File: src/rtl/uart_boot_loader.sv
// UART boot loader: receives a little-endian word count followed by that many
// little-endian 32-bit words and writes them into instruction memory. The CPU
// is held in reset until the whole image has landed.
module uart_boot_loader #(
    parameter int ADDR_W      = 10,
    parameter int MAX_WORDS   = 1024,
    parameter int TIMEOUT_CYC = 2000000
) (
    input  logic              clk,
    input  logic              rst_n,
    input  logic [7:0]        rx_data,
    input  logic              rx_valid,
    input  logic              restart,
    output logic              mem_we,
    output logic [ADDR_W-1:0] mem_addr,
    output logic [31:0]       mem_wdata,
    output logic              cpu_rst_n,
    output logic              boot_done,
    output logic              boot_err
);

    localparam int TW = $clog2(TIMEOUT_CYC + 1);

    typedef enum logic [2:0] {LEN, LOAD, WRITE, DONE, ERROR} state_t;

    state_t          state, state_nx;
    logic [1:0]      rst_sync;
    logic            run;
    logic [31:0]     cnt;
    logic [31:0]     wreg;
    logic [ADDR_W:0] widx;        // one extra bit so index can equal MAX_WORDS
    logic [ADDR_W:0] widx_inc;
    logic [1:0]      bcnt;
    logic [TW-1:0]   tcnt;
    logic [31:0]     n_full;
    logic            tcount_en;
    logic            tmo;

    assign run       = rst_sync[1];
    assign widx_inc  = widx + (ADDR_W+1)'(1);
    assign n_full    = {rx_data, cnt[23:0]};
    assign mem_addr  = widx[ADDR_W-1:0];
    assign mem_wdata = wreg;

    // Idle counter only runs once a transfer is under way; a byte always
    // clears it, so a byte arriving on the expiry cycle wins.
    assign tcount_en = !rx_valid &&
                       ((state == LEN && bcnt != 2'd0) || state == LOAD || state == WRITE);
    assign tmo       = tcount_en && (tcnt == TW'(TIMEOUT_CYC - 1));

    // Reset release synchroniser; FSM stays frozen until two edges have passed.
    always_ff @(posedge clk or negedge rst_n) begin
        if (!rst_n) rst_sync <= 2'b00;
        else        rst_sync <= {rst_sync[0], 1'b1};
    end

    // State register.
    always_ff @(posedge clk or negedge rst_n) begin
        if (!rst_n) state <= LEN;
        else        state <= state_nx;
    end

    // Next-state logic.
    always_comb begin
        state_nx = state;
        case (state)
            LEN: begin
                if (rx_valid && bcnt == 2'd3) begin
                    if (n_full == 32'd0)                state_nx = DONE;
                    else if (n_full > 32'(MAX_WORDS))   state_nx = ERROR;
                    else                                state_nx = LOAD;
                end else if (tmo) begin
                    state_nx = ERROR;
                end
            end
            LOAD: begin
                if (rx_valid && bcnt == 2'd3) state_nx = WRITE;
                else if (tmo)                 state_nx = ERROR;
            end
            WRITE: begin
                if ({{(31-ADDR_W){1'b0}}, widx_inc} == cnt) state_nx = DONE;
                else if (tmo)                               state_nx = ERROR;
                else                                        state_nx = LOAD;
            end
            DONE, ERROR: begin
                if (restart) state_nx = LEN;
            end
            default: state_nx = LEN;
        endcase
        if (!run) state_nx = state;
    end

    // Datapath: count/word assembly, word index and idle counter.
    always_ff @(posedge clk or negedge rst_n) begin
        if (!rst_n) begin
            cnt  <= '0;
            wreg <= '0;
            widx <= '0;
            bcnt <= '0;
            tcnt <= '0;
        end else if (run) begin
            tcnt <= tcount_en ? tcnt + TW'(1) : '0;
            case (state)
                LEN: begin
                    if (rx_valid) begin
                        cnt[{bcnt, 3'b000} +: 8] <= rx_data;
                        bcnt <= bcnt + 2'd1;
                    end
                end
                LOAD, WRITE: begin
                    // The word being written was latched before WRITE, so a
                    // byte landing here only starts the next word.
                    if (rx_valid) begin
                        wreg[{bcnt, 3'b000} +: 8] <= rx_data;
                        bcnt <= bcnt + 2'd1;
                    end
                    if (state == WRITE) widx <= widx_inc;
                end
                DONE, ERROR: begin
                    if (restart) begin
                        cnt  <= '0;
                        widx <= '0;
                        bcnt <= '0;
                        tcnt <= '0;
                    end
                end
                default: ;
            endcase
        end
    end

    // Registered status outputs decoded from the next state.
    always_ff @(posedge clk or negedge rst_n) begin
        if (!rst_n) begin
            mem_we    <= 1'b0;
            cpu_rst_n <= 1'b0;
            boot_done <= 1'b0;
            boot_err  <= 1'b0;
        end else begin
            mem_we    <= (state_nx == WRITE);
            cpu_rst_n <= (state_nx == DONE);
            boot_done <= (state_nx == DONE);
            boot_err  <= (state_nx == ERROR);
        end
    end

endmodule
File: config.mk
export PLATFORM = sky130hd
export DESIGN_NAME = uart_boot_loader
export DESIGN_NICKNAME = d
export VERILOG_FILES = /design/src/rtl/uart_boot_loader.sv
export SDC_FILE = /design/constraint.sdc
export NUM_CORES = 1
export LEC_CHECK = 0
export BUFFER_PORTS_ARGS = -buffer_cell sky130_fd_sc_hd__buf_2
export CAP_MARGIN = 20
export CORE_MARGIN = 5
export CORE_UTILIZATION = 60
export CTS_BUF_LIST = sky130_fd_sc_hd__clkbuf_2 sky130_fd_sc_hd__clkbuf_4 sky130_fd_sc_hd__clkbuf_8
export DETAILED_ROUTE_END_ITERATION = 10
export PLACE_DENSITY = 0.86
export SYNTH_ARGS = -nofsm -noshare
export SYNTH_HDL_FRONTEND = slang
export SYNTH_SLANG_ARGS = --single-unit
File: constraint.sdc
create_clock -name clk -period 4.4 [get_ports clk]
set_input_delay 0.66 -clock clk [delete_from_list [all_inputs] [get_ports clk]]
set_output_delay 0.66 -clock clk [all_outputs]
set_load 0.01 [all_outputs]
[Yosys cells after proc, flatten, opt, wreduce, memory -nomap -nowiden]
Index checks and enable logic that the tools add are counted.
Word-level totals
  register bits after elaboration: 106
Operators by class
  add/subtract/negate cells: 4
  $lt $le $gt $ge: 1
  eq/ne operators: 14
  shifts and indexed selects: 2
  muxes and demuxes: 24
  reductions and logical operators: 20
Operator list (count)
  $bwmux 32: 2
  $mux 32: 2
  $pmux 32 s2: 1
  $mux 21: 3
  $eq 11x32->1: 1
  $gt 32x11->1 const B: 1
  $logic_not 32->1: 1
  $shift 8x7->32 const A: 1
  $shiftx 8x7->32: 1
  $mux 3: 9
  $mux 11: 2
  $pmux 11 s2: 1
  $add 21x1->21 const B: 1
  $eq 21x21->1 const B: 1
  $eq 3x2->1 const B: 4
  $pmux 3 s4: 1
  $reduce_and 4->1: 3
  $add 11x1->11 const B: 1
  $reduce_bool 2->1: 4
  $neg 5->7: 1
  $eq 3x3->1 const B: 2
  $ne 2x2->1 const B: 3
  $logic_and 1x1->1: 4
  $mux 2: 2
  11 further kinds: 13

[Depth between registers and ports, before layout]
  word-level depth: 11
  mapped depth: 9
  depth with buffers taken out: 9

[Worst setup path before layout]
No wires, ideal clock.
  path kind: flip-flop to flip-flop
  start point: register widx[0]
  end point: register boot_done
  data arrival time: 2416 ps
  path slack: 1896 ps
  stages on the path, launching flop included: 9
  path buffers: 0
  period minus slack after synthesis: 2504 ps
  cell sequence: dfrtp_1 -> ha_1 -> and4_2 -> nand4_2 -> nor4_1 -> a21oi_1 -> or4_4 -> o31a_1 -> nor3b_1
On the way
  cells in the longest elaborated chain, start to end: 6
Ends and longest elaborated chain
  from (decl): RTL line 31  | logic [ADDR_W:0] widx;
  from (signal assigned): RTL line 117  | if (state == WRITE) widx <= widx_inc;
  $add 11x1->11: RTL line 40  | assign widx_inc = widx + (ADDR_W+1)'(1);
  $eq 11x32->1: RTL line 81  | if ({{(31-ADDR_W){1'b0}}, widx_inc} == cnt) state_nx = DONE;
  $mux 3: RTL line 81
  $pmux 3 s4: RTL line 66  | case (state)
  $mux 3: RTL line 90  | if (!run) state_nx = state;
  $eq 3x2->1: RTL line 142  | boot_done <= (state_nx == DONE);
  to (signal assigned): RTL line 142
  to (decl): RTL line 18  | output logic boot_done,
Every way passes these cells.
A chain may end at the register's enable or synchronous reset.

[Final worst setup path]
  start point: register bcnt[0]
  end point: register mem_we
On the way
  cells in the longest elaborated chain, start to end: 11
  elaborated cells between the ends (all ways): 16
  those cells by class: 2 x eq/ne; 7 x mux; 7 x reduce/logical
Ends and longest elaborated chain
  from (decl): RTL line 33  | logic [1:0] bcnt;
  from (signal assigned): RTL line 107  | bcnt <= bcnt + 2'd1;
  from (signal assigned): RTL line 115  | bcnt <= bcnt + 2'd1;
  $reduce_bool 2->1: RTL line 48  | ((state == LEN && bcnt != 2'd0) || state == LOAD || state == WRITE);
  $logic_and 1x1->1: RTL line 48
  $logic_or 1x1->1 (2 in series): RTL line 48
  $logic_and 1x1->1: RTL line 47  | assign tcount_en = !rx_valid &&
  $logic_and 1x1->1: RTL line 49  | assign tmo = tcount_en && (tcnt == TW'(TIMEOUT_CYC - 1));
  $mux 3 (on tied branches): RTL line 82, 72, 78
  $mux 3 (on tied branches): RTL line 81, 68, 77
  $pmux 3 s4 *: RTL line 66
  $mux 3 *: RTL line 90
  named net state_nx[0]: RTL line 26  | state_t state, state_nx;
  $eq 3x2->1 *: RTL line 140  | mem_we <= (state_nx == WRITE);
  to (signal assigned): RTL line 140
  to (decl): RTL line 14  | output logic mem_we,
Mark *: on every way through the listed nets, which the timed path passes. The rest lies on a longest branch.

==> results_dict.tcl <==
set metrics [dict create \
    status "finished, final reports clean" \
    synth_edf_count 0 \
    path_cells "inv_1, ha_1, a2111o_1, nor4_1, a2111oi_0, o21ai_0, a32oi_2, nor3_1" \
    grt_pass1_vias 3968 \
    final_cell_area_um2 5650 \
    clk_pin_slew_worst_paths_ps 100 \
    synthCells 544 \
    worstSetupPathType "reg -> reg" \
    gp_congestion 0.833 \
    grt_start_max_net_pins 74 \
    grt_pass1_wl_um 19000 \
    postSynthAreaPerCell_um2 9.54 \
    relSlewSlack 0.310 \
    io_buffers 57 \
    synthFlopType "dfrtp_1" \
    cts_sinks 106 \
    cts_root_buffer "clkbuf_8" \
    die_width_um 103 \
    die-area_um2 10600 \
    finClkSkew_ps 10.7 \
    synth-compound-area-share 0.161 \
    ioPinCount 58 \
    synth-warning-count 0 \
    dp_hpwl_um 8000 \
    final-hold-violation-count 0 \
    num_vias 4208 \
    cts_buffer_depth 2 \
    synth_top_family_by_area "simple AND/OR/NAND/NOR gates" \
    core_region_area_um2 8590 \
    dp_cells 670 \
    min_period_ps 2870 \
    setup_slack_ps 1530 \
    critPathBufInv 1 \
    cp_top_family "compound AO/OA/AOI/OAI gates" \
    drc 0 \
    cts_hold_buf 0 \
    final_antenna_net_count 0 \
    r2r-end "mem_we$_DFF_PN0_" \
    clock_latency_ps 370 \
    rsz0062_at_grt "false" \
    vias_per_cell 6.12 \
    cts_max_level 3 \
    antennaDiodeCount 0 \
    cts_made_buffers 9 \
    drt_iter0_markers 252 \
    syn_area_um2 5190 \
    reg2reg_from "bcnt[0]$_DFFE_PN0P_" \
    maxSlewViolCount 0 \
    utilization 0.658 \
    post_cts_buffers 0 \
    muxShareOfSynthArea 0.0121 \
    worst_slew_pin_slew_ps 1030 \
    crit_start "bcnt[0]$_DFFE_PN0P_" \
    overflow 0 \
    endpoint "mem_we$_DFF_PN0_" \
    area_growth_pct 8.89 \
    vdd_drop_max_mv 0.294 \
    post-route-period-util 0.653 \
    final_cells 688 \
    ctsResizeCount 0 \
    initial_core_util 0.604 \
    crit_required_ps 4680 \
    cp.arrival_ps 3150 \
    rows 34 \
    nets 595 \
    leakage_uw 0.00264 \
    worstSetupEndpointType "register" \
    ff2ff_setup_slack_ps 1530 \
    track_usage 0.224 \
    place_area_um2 5430 \
    hold_class "reg -> reg" \
    synthXorXnorAreaFrac 0.0489 \
    finalSetupViolCount 0 \
    max_cap_viol_count 0 \
    place_worst_setup_slack_ps 1630 \
    drt-total-wl_um 11600 \
    power_density_nw_per_um2 584 \
    fin_tns_setup_ps 0 \
    antenna_found_initial 0 \
    synth_cell_type_count 53 \
    async_flop_share 1.00 \
    reg2reg_depth 8 \
    cts_tree "done" \
    synth_nets 564 \
    worstSetupStartpointType "register" \
    firstDrtPassIters 5 \
    ys_ff_latch 106 \
    clock.fmax_mhz 348 \
    synthAdderAreaFrac 0.0193 \
    crit_fanout 7 \
    layout-drive-gt1-share 0.153 \
    slowest_stage "nor4_1" \
    crit_cells 8 \
    max_stage_delay_ps 640 \
    seq_area_frac_synth 0.511 \
    synthSimpleGateAreaFrac 0.201 \
    wl_per_cell_um 16.9 \
    die_h_um 103 \
]
-- routing by layer --
| layer | vias up | GRT usage | share of wire |
|---|---|---|---|
| met5 | - | 0 | 0 |
| met4 | 0 | 0.0518 | 0.0068 |
| met3 | 14 | 0.0426 | 0.056 |
| met2 | 133 | 0.370 | 0.50 |
| met1 | 2094 | 0.310 | 0.43 |
| li1 | 1967 | - | - |
-- worst min-delay path by stage --
stage	startpoint	end	slack (ps)	cells after the start
after floorplan	rst_sync[0]$_DFF_PN0_	rst_sync[1]$_DFF_PN0_	330	0
after global placement	rst_sync[0]$_DFF_PN0_	rst_sync[1]$_DFF_PN0_	330	0
after detailed placement	rst_sync[0]$_DFF_PN0_	rst_sync[1]$_DFF_PN0_	350	0
after CTS	rst_sync[0]$_DFF_PN0_	rst_sync[1]$_DFF_PN0_	380	0
after global routing	rst_sync[0]$_DFF_PN0_	rst_sync[1]$_DFF_PN0_	390	0
final	rst_sync[0]$_DFF_PN0_	rst_sync[1]$_DFF_PN0_	370	0
-- synth_stat cells, types with 2 or more instances --
cell type	instances	area, µm²
nand2_1	98	368
nor3_1	8	40.0
ha_1	8	100
clkbuf_1	24	90.1
a31oi_1	3	18.8
and3_1	7	43.8
buf_2	2	10.0
a21oi_1	11	55.1
and2_1	2	12.5
nor4_1	13	81.3
xor2_1	10	87.6
nor2b_1	4	25.0
xnor2_1	19	166
nand2b_1	3	18.8
nand4_1	7	43.8
mux2i_1	4	40.0
mux2_2	2	22.5
nand3_1	14	70.1
or3_1	6	37.5
buf_1	3	11.3
nor3b_1	3	22.5
o21ai_0	59	295
nand4b_1	2	17.5
a22o_1	33	289
o21a_1	2	15.0
dfrtp_1	106	2650
o31ai_1	7	52.6
inv_1	11	41.3
buf_4	11	82.6
o21ai_1	2	10.0
nor2_1	38	143
-- through the flow --
stage	hold WS (ps)	power (µW)
detailed placement	350	2670
global route	391	3520
finish	373	3300
CTS	381	3300
floorplan	331	2350
global placement	332	2600
-- worst register-to-register path, delay by kind of cell (launching register included) --
| kind | cells | cell delay (ps) |
|---|---|---|
| AOI/OAI and AO/OA | 4 | 990 |
| adders and majority gates | 1 | 290 |
| buffers and inverters | 1 | 160 |
| DFF | 1 | 470 |
| and+or+nand+nor | 2 | 880 |
-- state kept, by name, summed over array words and instances (netlist names) --
name	flops
cnt	32
mem_we	1
boot_done	1
rst_sync	2
tcnt	21
widx	11
state	3
bcnt	2
mem_wdata	32
boot_err	1
-- power breakdown --
part           internal (µW)  switching (µW)  leakage [µW]
registers               1220             296       0.00145
clock network            274             356      0.000103
logic                    508             641       0.00108
-- logic make-up after synthesis --
logic type,after synthesis
AND/OR/NAND/NOR,216
adder cells (fa/ha/maj),8
multiplexers,6
AO/OA/AOI/OAI,127
buffers and inverters,51
flip-flops,106
other,1
XOR/XNOR,29
-- cells in the final DEF (no fill, tap or decap), types with 4 or more instances in the layout --
master    netlist  layout
a21oi_1        11      11
a22o_1         33      33
and3_1          7       7
buf_2           2      56
clkbuf_8        0       9
dfrtp_1       106     106
ha_1            8       8
inv_1          11      11
mux2i_1         4       4
nand2_1        98      98
nand3_1        14      14
nand4_1         7       7
nor2_1         38      38
nor2b_1         4       4
nor3_1          8       8
nor4_1         13      13
o21ai_0        59      59
o31ai_1         7       7
or3_1           6       6
xnor2_1        19      19
xor2_1         10      10
-- layout make-up --
cell class / count / area [µm²]
clock buffers: 9 / 124
clock inverters: 7 / 86.3
fillers: 676 / 2940
inverters: 11 / 41.3
multi-input cells: 387 / 2300
flip-flops and latches: 106 / 2650
well taps: 108 / 135
repair buffers: 60 / 310
Note: power is estimated with default switching activity, not from simulation.
